$ cat config.mk
export PLATFORM = sky130hd
export DESIGN_NAME = delay_test_sequencer
export DESIGN_NICKNAME = d
export VERILOG_FILES = /design/src/rtl/delay_test_sequencer.sv
export SDC_FILE = /design/constraint.sdc
export NUM_CORES = 1
export LEC_CHECK = 0
export CORE_AREA = 5 5 123 125
export DETAILED_ROUTE_END_ITERATION = 10
export DIE_AREA = 0 0 128 130
export PLACE_DENSITY_LB_ADDON = 0.08
export SYNTH_ARGS = -nofsm -noshare
export SYNTH_HDL_FRONTEND = slang
export SYNTH_SLANG_ARGS = --single-unit
export TNS_END_PERCENT = 50
$ cat constraint.sdc
create_clock -name clk -period 5.4 [get_ports clk]
set_clock_uncertainty 0.2 [all_clocks]
set_input_delay 1.08 -clock clk [delete_from_list [all_inputs] [get_ports clk]]
set_output_delay 1.08 -clock clk [all_outputs]
set_load 0.02 [all_outputs]
$ cat src/rtl/delay_test_sequencer.sv
// Purpose: UART-commanded PRBS7 delay-line tester; drives pattern, compares latency-aligned echo, reports 16-bit error count.
// Latency: first driven bit one cycle after the length byte; report byte valid LAT+1 cycles after the last driven bit.
// Backpressure: tx_data/tx_valid are registered and held until tx_ready; rx bytes outside IDLE/LEN_* are dropped.
module delay_test_sequencer #(
    parameter int         LAT      = 8,
    parameter logic [7:0] CMD_RUN  = 8'h52,
    parameter logic [7:0] CMD_STAT = 8'h53
) (
    input  logic       clk,
    input  logic       reset,
    input  logic [7:0] rx_data,
    input  logic       rx_valid,
    output logic [7:0] tx_data,
    output logic       tx_valid,
    input  logic       tx_ready,
    input  logic       in,
    output logic       out,
    output logic       out_en,
    output logic       busy
);

    localparam int DW = (LAT > 1) ? $clog2(LAT) : 1;

    typedef enum logic [2:0] {
        IDLE,
        LEN_HI,
        LEN_LO,
        RUN,
        DRAIN,
        REP_HI,
        REP_LO
    } state_t;

    state_t           state_q, state_d;
    logic [15:0]      len_q, len_d;
    logic [15:0]      cnt_q, cnt_d;
    logic [6:0]       lfsr_q, lfsr_d;
    logic [15:0]      err_cnt_q, err_cnt_d;
    logic [DW-1:0]    drain_q, drain_d;
    logic [LAT-1:0]   exp_pipe_q, exp_pipe_d;
    logic [LAT-1:0]   vld_pipe_q, vld_pipe_d;
    logic [7:0]       tx_data_q, tx_data_d;
    logic             tx_valid_q, tx_valid_d;
    logic             busy_q, busy_d;
    logic             new_exp;
    logic             new_vld;

    // Line drive is decoded straight from the state register so that reset
    // removes the drive enable asynchronously, without waiting for a clock.
    assign out_en   = (state_q == RUN);
    assign out      = (state_q == RUN) ? lfsr_q[6] : 1'b0;
    assign tx_data  = tx_data_q;
    assign tx_valid = tx_valid_q;
    assign busy     = busy_q;

    // Sequencer: command decode, PRBS generation, echo compare and report staging.
    always_comb begin
        state_d    = state_q;
        len_d      = len_q;
        cnt_d      = cnt_q;
        lfsr_d     = lfsr_q;
        err_cnt_d  = err_cnt_q;
        drain_d    = drain_q;
        tx_data_d  = tx_data_q;
        tx_valid_d = tx_valid_q;
        new_exp    = 1'b0;
        new_vld    = 1'b0;

        // Compare the echo against the bit driven LAT cycles ago; saturate.
        if ((state_q == RUN || state_q == DRAIN) && vld_pipe_q[LAT-1] &&
            (in != exp_pipe_q[LAT-1]) && (err_cnt_q != 16'hFFFF)) begin
            err_cnt_d = err_cnt_q + 16'd1;
        end

        case (state_q)
            IDLE: begin
                if (rx_valid) begin
                    if (rx_data == CMD_RUN) begin
                        state_d = LEN_HI;
                    end else if (rx_data == CMD_STAT) begin
                        state_d    = REP_HI;
                        tx_valid_d = 1'b1;
                        tx_data_d  = err_cnt_q[15:8];
                    end
                end
            end
            LEN_HI: begin
                if (rx_valid) begin
                    len_d[15:8] = rx_data;
                    state_d     = LEN_LO;
                end
            end
            LEN_LO: begin
                if (rx_valid) begin
                    len_d[7:0] = rx_data;
                    err_cnt_d  = 16'd0;
                    lfsr_d     = 7'h7F;
                    cnt_d      = len_d;
                    if (len_d == 16'd0) begin
                        // Nothing to drive: report the freshly cleared count.
                        state_d    = REP_HI;
                        tx_valid_d = 1'b1;
                        tx_data_d  = 8'h00;
                    end else begin
                        state_d = RUN;
                    end
                end
            end
            RUN: begin
                new_exp = lfsr_q[6];
                new_vld = 1'b1;
                lfsr_d  = {lfsr_q[5:0], lfsr_q[6] ^ lfsr_q[5]};
                cnt_d   = cnt_q - 16'd1;
                if (cnt_q == 16'd1) begin
                    state_d = DRAIN;
                    drain_d = DW'(LAT - 1);
                end
            end
            DRAIN: begin
                if (drain_q == '0) begin
                    // Last compare lands this cycle, so stage err_cnt_d.
                    state_d    = REP_HI;
                    tx_valid_d = 1'b1;
                    tx_data_d  = err_cnt_d[15:8];
                end else begin
                    drain_d = drain_q - DW'(1);
                end
            end
            REP_HI: begin
                if (tx_ready) begin
                    state_d   = REP_LO;
                    tx_data_d = err_cnt_q[7:0];
                end
            end
            REP_LO: begin
                if (tx_ready) begin
                    state_d    = IDLE;
                    tx_valid_d = 1'b0;
                end
            end
            default: begin
                state_d = IDLE;
            end
        endcase

        busy_d = (state_d != IDLE);
    end

    // Expected-bit / valid-tag delay line; zeros shift in whenever not driving.
    always_comb begin
        exp_pipe_d = exp_pipe_q;
        vld_pipe_d = vld_pipe_q;
        for (int i = LAT - 1; i > 0; i--) begin
            exp_pipe_d[i] = exp_pipe_q[i-1];
            vld_pipe_d[i] = vld_pipe_q[i-1];
        end
        exp_pipe_d[0] = new_exp;
        vld_pipe_d[0] = new_vld;
    end

    // State and datapath registers.
    always_ff @(posedge clk or posedge reset) begin
        if (reset) begin
            state_q    <= IDLE;
            len_q      <= 16'd0;
            cnt_q      <= 16'd0;
            lfsr_q     <= 7'h7F;
            err_cnt_q  <= 16'd0;
            drain_q    <= '0;
            exp_pipe_q <= '0;
            vld_pipe_q <= '0;
            tx_data_q  <= 8'h00;
            tx_valid_q <= 1'b0;
            busy_q     <= 1'b0;
        end else begin
            state_q    <= state_d;
            len_q      <= len_d;
            cnt_q      <= cnt_d;
            lfsr_q     <= lfsr_d;
            err_cnt_q  <= err_cnt_d;
            drain_q    <= drain_d;
            exp_pipe_q <= exp_pipe_d;
            vld_pipe_q <= vld_pipe_d;
            tx_data_q  <= tx_data_d;
            tx_valid_q <= tx_valid_d;
            busy_q     <= busy_d;
        end
    end

endmodule

**Yosys cells after proc, flatten, opt, wreduce, memory -nomap -nowiden**

Index checks and enable logic that the tools add are counted.

- Register bits after elaboration: 79
- Bits in latches: 0
- Bits in writable memories: 0
- Bits in read-only memories: 0
- Input bits: 13
- Output and inout port bits: 12
- Word-level logic and storage cells: 92
- Memories kept: 0

- $add $sub $neg: 3
- $mul: 0
- Divide/modulo/power cells: 0
- Magnitude comparators: 0
- Eq/ne operators: 21
- Shift operators: 0
- Multiplexer cells: 39
- Bitwise operators: 1
- Reductions and logical operators: 17

Operator list:

| cell | count |
|---|---|
| 16-bit 2-to-1 mux | 4 |
| 8-bit 2-to-1 mux | 7 |
| 3-bit 2-to-1 mux | 12 |
| 16-bit case mux with 2 select lines | 1 |
| 8-bit case mux with 4 select lines | 1 |
| 3-bit case mux with 7 select lines | 1 |
| 16-bit by 1-bit adder with 16-bit output (second input constant) | 1 |
| 16-bit by 1-bit equality test with 1-bit output (second input constant) | 1 |
| 8-bit by 7-bit equality test with 1-bit output (second input constant) | 2 |
| 16-bit logical NOT | 1 |
| 16-bit inequality test (second input constant) | 1 |
| 2-bit inequality test (second input constant) | 8 |
| 8-bit AND reduction | 2 |
| 16-bit by 1-bit subtractor with 16-bit output (second input constant) | 1 |
| 7-bit case mux with 2 select lines | 1 |
| 3-bit equality test (second input constant) | 3 |
| 1-bit 2-to-1 mux | 9 |
| 4-bit nonzero test | 2 |
| 7-bit 2-to-1 mux | 1 |
| 3-bit by 2-bit equality test with 1-bit output (second input constant) | 2 |
| 3-bit logical NOT | 2 |
| 3-bit case mux with 2 select lines | 1 |
| 2-bit by 1-bit inequality test with 1-bit output (second input constant) | 2 |
| 1-bit case mux with 4 select lines | 1 |
| other kinds (10) | 14 |

**Longest topological paths before layout**

- Depth after elaboration: 8
- Depth in mapped cells: 9
- Mapped depth without buffers: 7

**Worst setup path before layout**

No wires, ideal clock.

- Path type: in2reg
- From: input port rx_data[2]
- To: register tx_data_q[3] (netlist: tx_data[3])
- Arrival: 2525 ps
- Required time: 5075 ps
- Slack: 2550 ps
- Stages: 5
- Path buffers: 0
- Cells stage by stage: nor4_2 nand4_1 o22a_1 nor2_1 mux2_2

- Word-level cells in the longest chain between the ends: 3
- Elaborated cells between the ends (all ways): 7

RTL lines:

| item | line | RTL |
|---|---|---|
| from (decl) | 11 | `input logic [7:0] rx_data,` |
| 16-bit logical NOT, or another cell as far along | 99 | `if (len_d == 16'd0) begin` |
| 2-bit inequality test (no source line) | -- |  |
| 8-bit AND reduction (no source line) (*) | -- |  |
| to (signal assigned) | 184 | `tx_data_q <= tx_data_d;` |
| to (decl) | 42 | `logic [7:0] tx_data_q, tx_data_d;` |

Every way passes the cells marked *; elsewhere a longest branch is shown, timed or not.
A chain may end at the register's enable or synchronous reset.

**Worst setup path in the final report**

- From: register state_q[2]
- To: output port out

- Word-level cells in the longest chain between the ends: 2

RTL lines:

| item | line | RTL |
|---|---|---|
| from (decl) | 34 | `state_t state_q, state_d;` |
| from (signal assigned) | 176 | `state_q <= state_d;` |
| 3-bit by 2-bit equality test with 1-bit output | 51 | `assign out = (state_q == RUN) ? lfsr_q[6] : 1'b0;` |
| 1-bit 2-to-1 mux | 51 |  |
| to (decl) | 17 | `output logic out,` |

No other way between the ends.

==> results.md <==
- Initial antenna violation count: 0
- Die Span X: 128 um
- Crit path max fanout: 22
- Yosys reg bits: 79
- Slowest cell on crit path: dfrtp_1
- Root Buffer: clkbuf_16
- First-pass GRT wire length: 17640 um
- Layout cells sized above 1: 0.1207
- Crit-path cells: and2b_2 -> nand2_4 -> clkinv_2 -> and2_1 -> clkdlybuf4s50_1
- Max Cap Viol: 0
- Via count of the first global-routing pass: 3215
- YS warnings: 0
- Vias: 3329
- Hold-fix buffers at CTS: 0
- CTS clk-pin slew, worst paths: 60 ps
- Outcome: finished, final reports clean
- Die footprint: 16640 um^2
- Req. time, crit path: 4120 ps
- Met1 wire length: 5581 um
- Gp weighted congestion: 0.8213
- PwrDens: 494.4 nW/um^2
- Endpoints failing setup: 0
- Met2 WL post-DR: 4573 um
- Antenna-violating nets left: 0
- Grt total ovfl: 0
- CTS H-tree depth: 3
- Port Buffers: 24
- Fin crit period: 3751 ps
- Period utilization: 0.6947
- DRT iter0 DRCs: 314
- Setup TNS: 0 ps
- Final hold vios: 0
- Post-DP HPWL: 7442 um
- Worst ir drop on vdd: 0.1987 mV
- Cts bufs inserted: 9
- Async set or reset register ratio after synthesis: 1.000
- TritonCTS clock tree: yes
- Post-CTS sizing: 0
- Slew @ Worst Pin: 1201 ps
- Hold WC Path Type: register to register
- Leakage: 0.001868 uW
- Mapped Cells: 418
- Pin count of the biggest net entering global routing: 50
- Post-synthesis cell type count: 68
- CP Capture Type: primary output
- Slew headroom: 0.1920
- Post-synth EDFFs: 0
- Final slew viol count: 0
- Avg WL per Cell: 17.30 um
- Antenna Cells: 0
- Clk_lat worst skew: 340 ps
- Area grow syn2layout: 17.86%
- Worst Setup Start Kind: register
- # rows: 43
- Kind of critical path: register to primary output
- FMAX: 266.6 MHz
- Drt total wl: 10710 um
- GRT Util Overall: 0.1348
- Clk sink count: 79
- Max Used Layer: met4
- Core Util, Final: 0.3500
- Met3 wire len: 376 um
- Post-CTS Setup Inserts: 0
- Delay-heaviest family, CP: flip-flops
- Ports: 25
- Nets: 452
- Clock tree buffer depth: 2
- RSZ-0062 raised after global routing: false
- Vias/cell: 5.378
- Critical Path Max Stage Delay: 810 ps
- Worst path buffer plus inverter count: 2
- CORE AREA: 13770 um^2
- WP data arrival: 2470 ps
- Post-synthesis sequential area ratio: 0.4855
- Post-Syn Area: 4090 um^2
- Die Ht: 130 um
- First-pass DRT Iterations: 4
- DRC: 0
- Net count after synthesis: 436
- Most used DFF post-synth: dfrtp_1
- Initial Util: 0.2970
- Mean Syn Cell Area: 9.785 um^2
-- layout by cell type, fill, tap and decap left out, types with 4 or more instances in the layout --
cell             count
a211oi_1             5
a21oi_1             15
a22oi_1              5
and3_1               7
buf_4                5
clkbuf_16            9
clkdlybuf4s50_1     24
dfrtp_1             72
dfstp_2              7
ha_1                 5
inv_1                9
mux2_2              10
nand2_1             36
nand3_1             19
nand4_1              8
nor2_1              38
nor3_1              13
nor4_1              11
nor4b_1              4
o211ai_1             6
o21ai_0             25
o22ai_1              4
o311ai_0             4
or4_1                6
xnor2_1             10
-- flip-flops by register name, summed over array words and instances, names as in the netlist --
register and cells:
state_q 3, err_cnt_q 16, vld_pipe_q 8, lfsr_q 7
drain_q 3, tx_valid 1, exp_pipe_q 8, tx_data 8
busy 1, cnt_q 16, len_q 8
-- cell families after synthesis --
logic type / share of synthesized area
flip-flops: 0.4855
XOR/XNOR: 0.02570
multiplexers: 0.03518
adder cells (fa/ha/maj): 0.01530
buffers and inverters: 0.03793
AND/OR/NAND/NOR: 0.2270
AO/OA/AOI/OAI: 0.1735
-- worst reg2reg max path, delay by kind of cell (launching register included) --
| kind | cells | cell delay [ps] |
|---|---|---|
| buffers and inverters | 2 | 490 |
| DFF | 1 | 950 |
| and+or+nand+nor | 3 | 910 |
| AOI/OAI and AO/OA | 2 | 700 |
-- synthesized netlist by cell type, drive strengths merged (5+ instances only) --
| cell type | number | area share |
|---|---|---|
| dfrtp | 72 | 0.44 |
| nor2 | 38 | 0.035 |
| nand2 | 37 | 0.036 |
| o21ai | 25 | 0.031 |
| nand3 | 19 | 0.023 |
| clkbuf | 16 | 0.015 |
| a21oi | 15 | 0.018 |
| nor3 | 13 | 0.016 |
| nor4 | 12 | 0.020 |
| mux2 | 11 | 0.030 |
| inv | 10 | 0.0092 |
| xnor2 | 10 | 0.021 |
| buf | 8 | 0.013 |
| nand4 | 8 | 0.012 |
| and3 | 7 | 0.011 |
| dfstp | 7 | 0.045 |
| o211ai | 7 | 0.014 |
| or4 | 7 | 0.014 |
| a211oi | 5 | 0.0092 |
| a22oi | 5 | 0.0092 |
| ha | 5 | 0.015 |
-- final cells by class --
| class | instances | area, um^2 |
|---|---|---|
| Fill cell | 1439 | 8952 |
| Sequential cell | 79 | 1986 |
| Multi-Input combinational cell | 304 | 1964 |
| Timing Repair Buffer | 29 | 277.8 |
| Clock buffer | 11 | 242.7 |
| Tap cell | 180 | 225.2 |
| Clock inverter | 5 | 81.33 |
| Inverter | 11 | 43.79 |
-- worst paths after layout --
check                      slack, ps             to          start  depth (start not counted)
hold reg to reg                  150  vld_pipe_q[1]  vld_pipe_q[0]                          0
max in group asynchronous       3020   err_cnt_q[6]          reset                          3
setup / recovery                1650            out     state_q[2]                          5
hold / removal                   150  vld_pipe_q[1]  vld_pipe_q[0]                          0
min in group asynchronous       1020  exp_pipe_q[5]          reset                          2
setup reg to reg                2040     tx_data[2]     state_q[0]                          7
-- where the power goes --
group          switching, uW  internal (uW)
Combinational            419            313
Clock                    247            418
Sequential               178            809
-- per-stage QoR --
step / cell area, um^2 / setup slack (ps) / total power, uW / cells / hold slack (ps)
after global routing: 4821 / 1515 / 2539 / 619 / 157.7
after CTS: 4821 / 1620 / 2413 / 619 / 148.4
final: 4821 / 1649 / 2383 / 619 / 145.9
after global placement: 4497 / 1609 / 1731 / 603 / 132.8
after floorplan: 4090 / 2108 / 1488 / 418 / 131.2
after detailed placement: 4497 / 1584 / 1732 / 603 / 134.7
-- layer usage --
layer | track usage | up-vias
met2 | 0.1935 | 69
met3 | 0.02538 | 12
met5 | 0 | -
li1 | - | 1594
met4 | 0.05243 | 0
met1 | 0.2001 | 1654
Note: power is estimated with default switching activity, not from simulation.
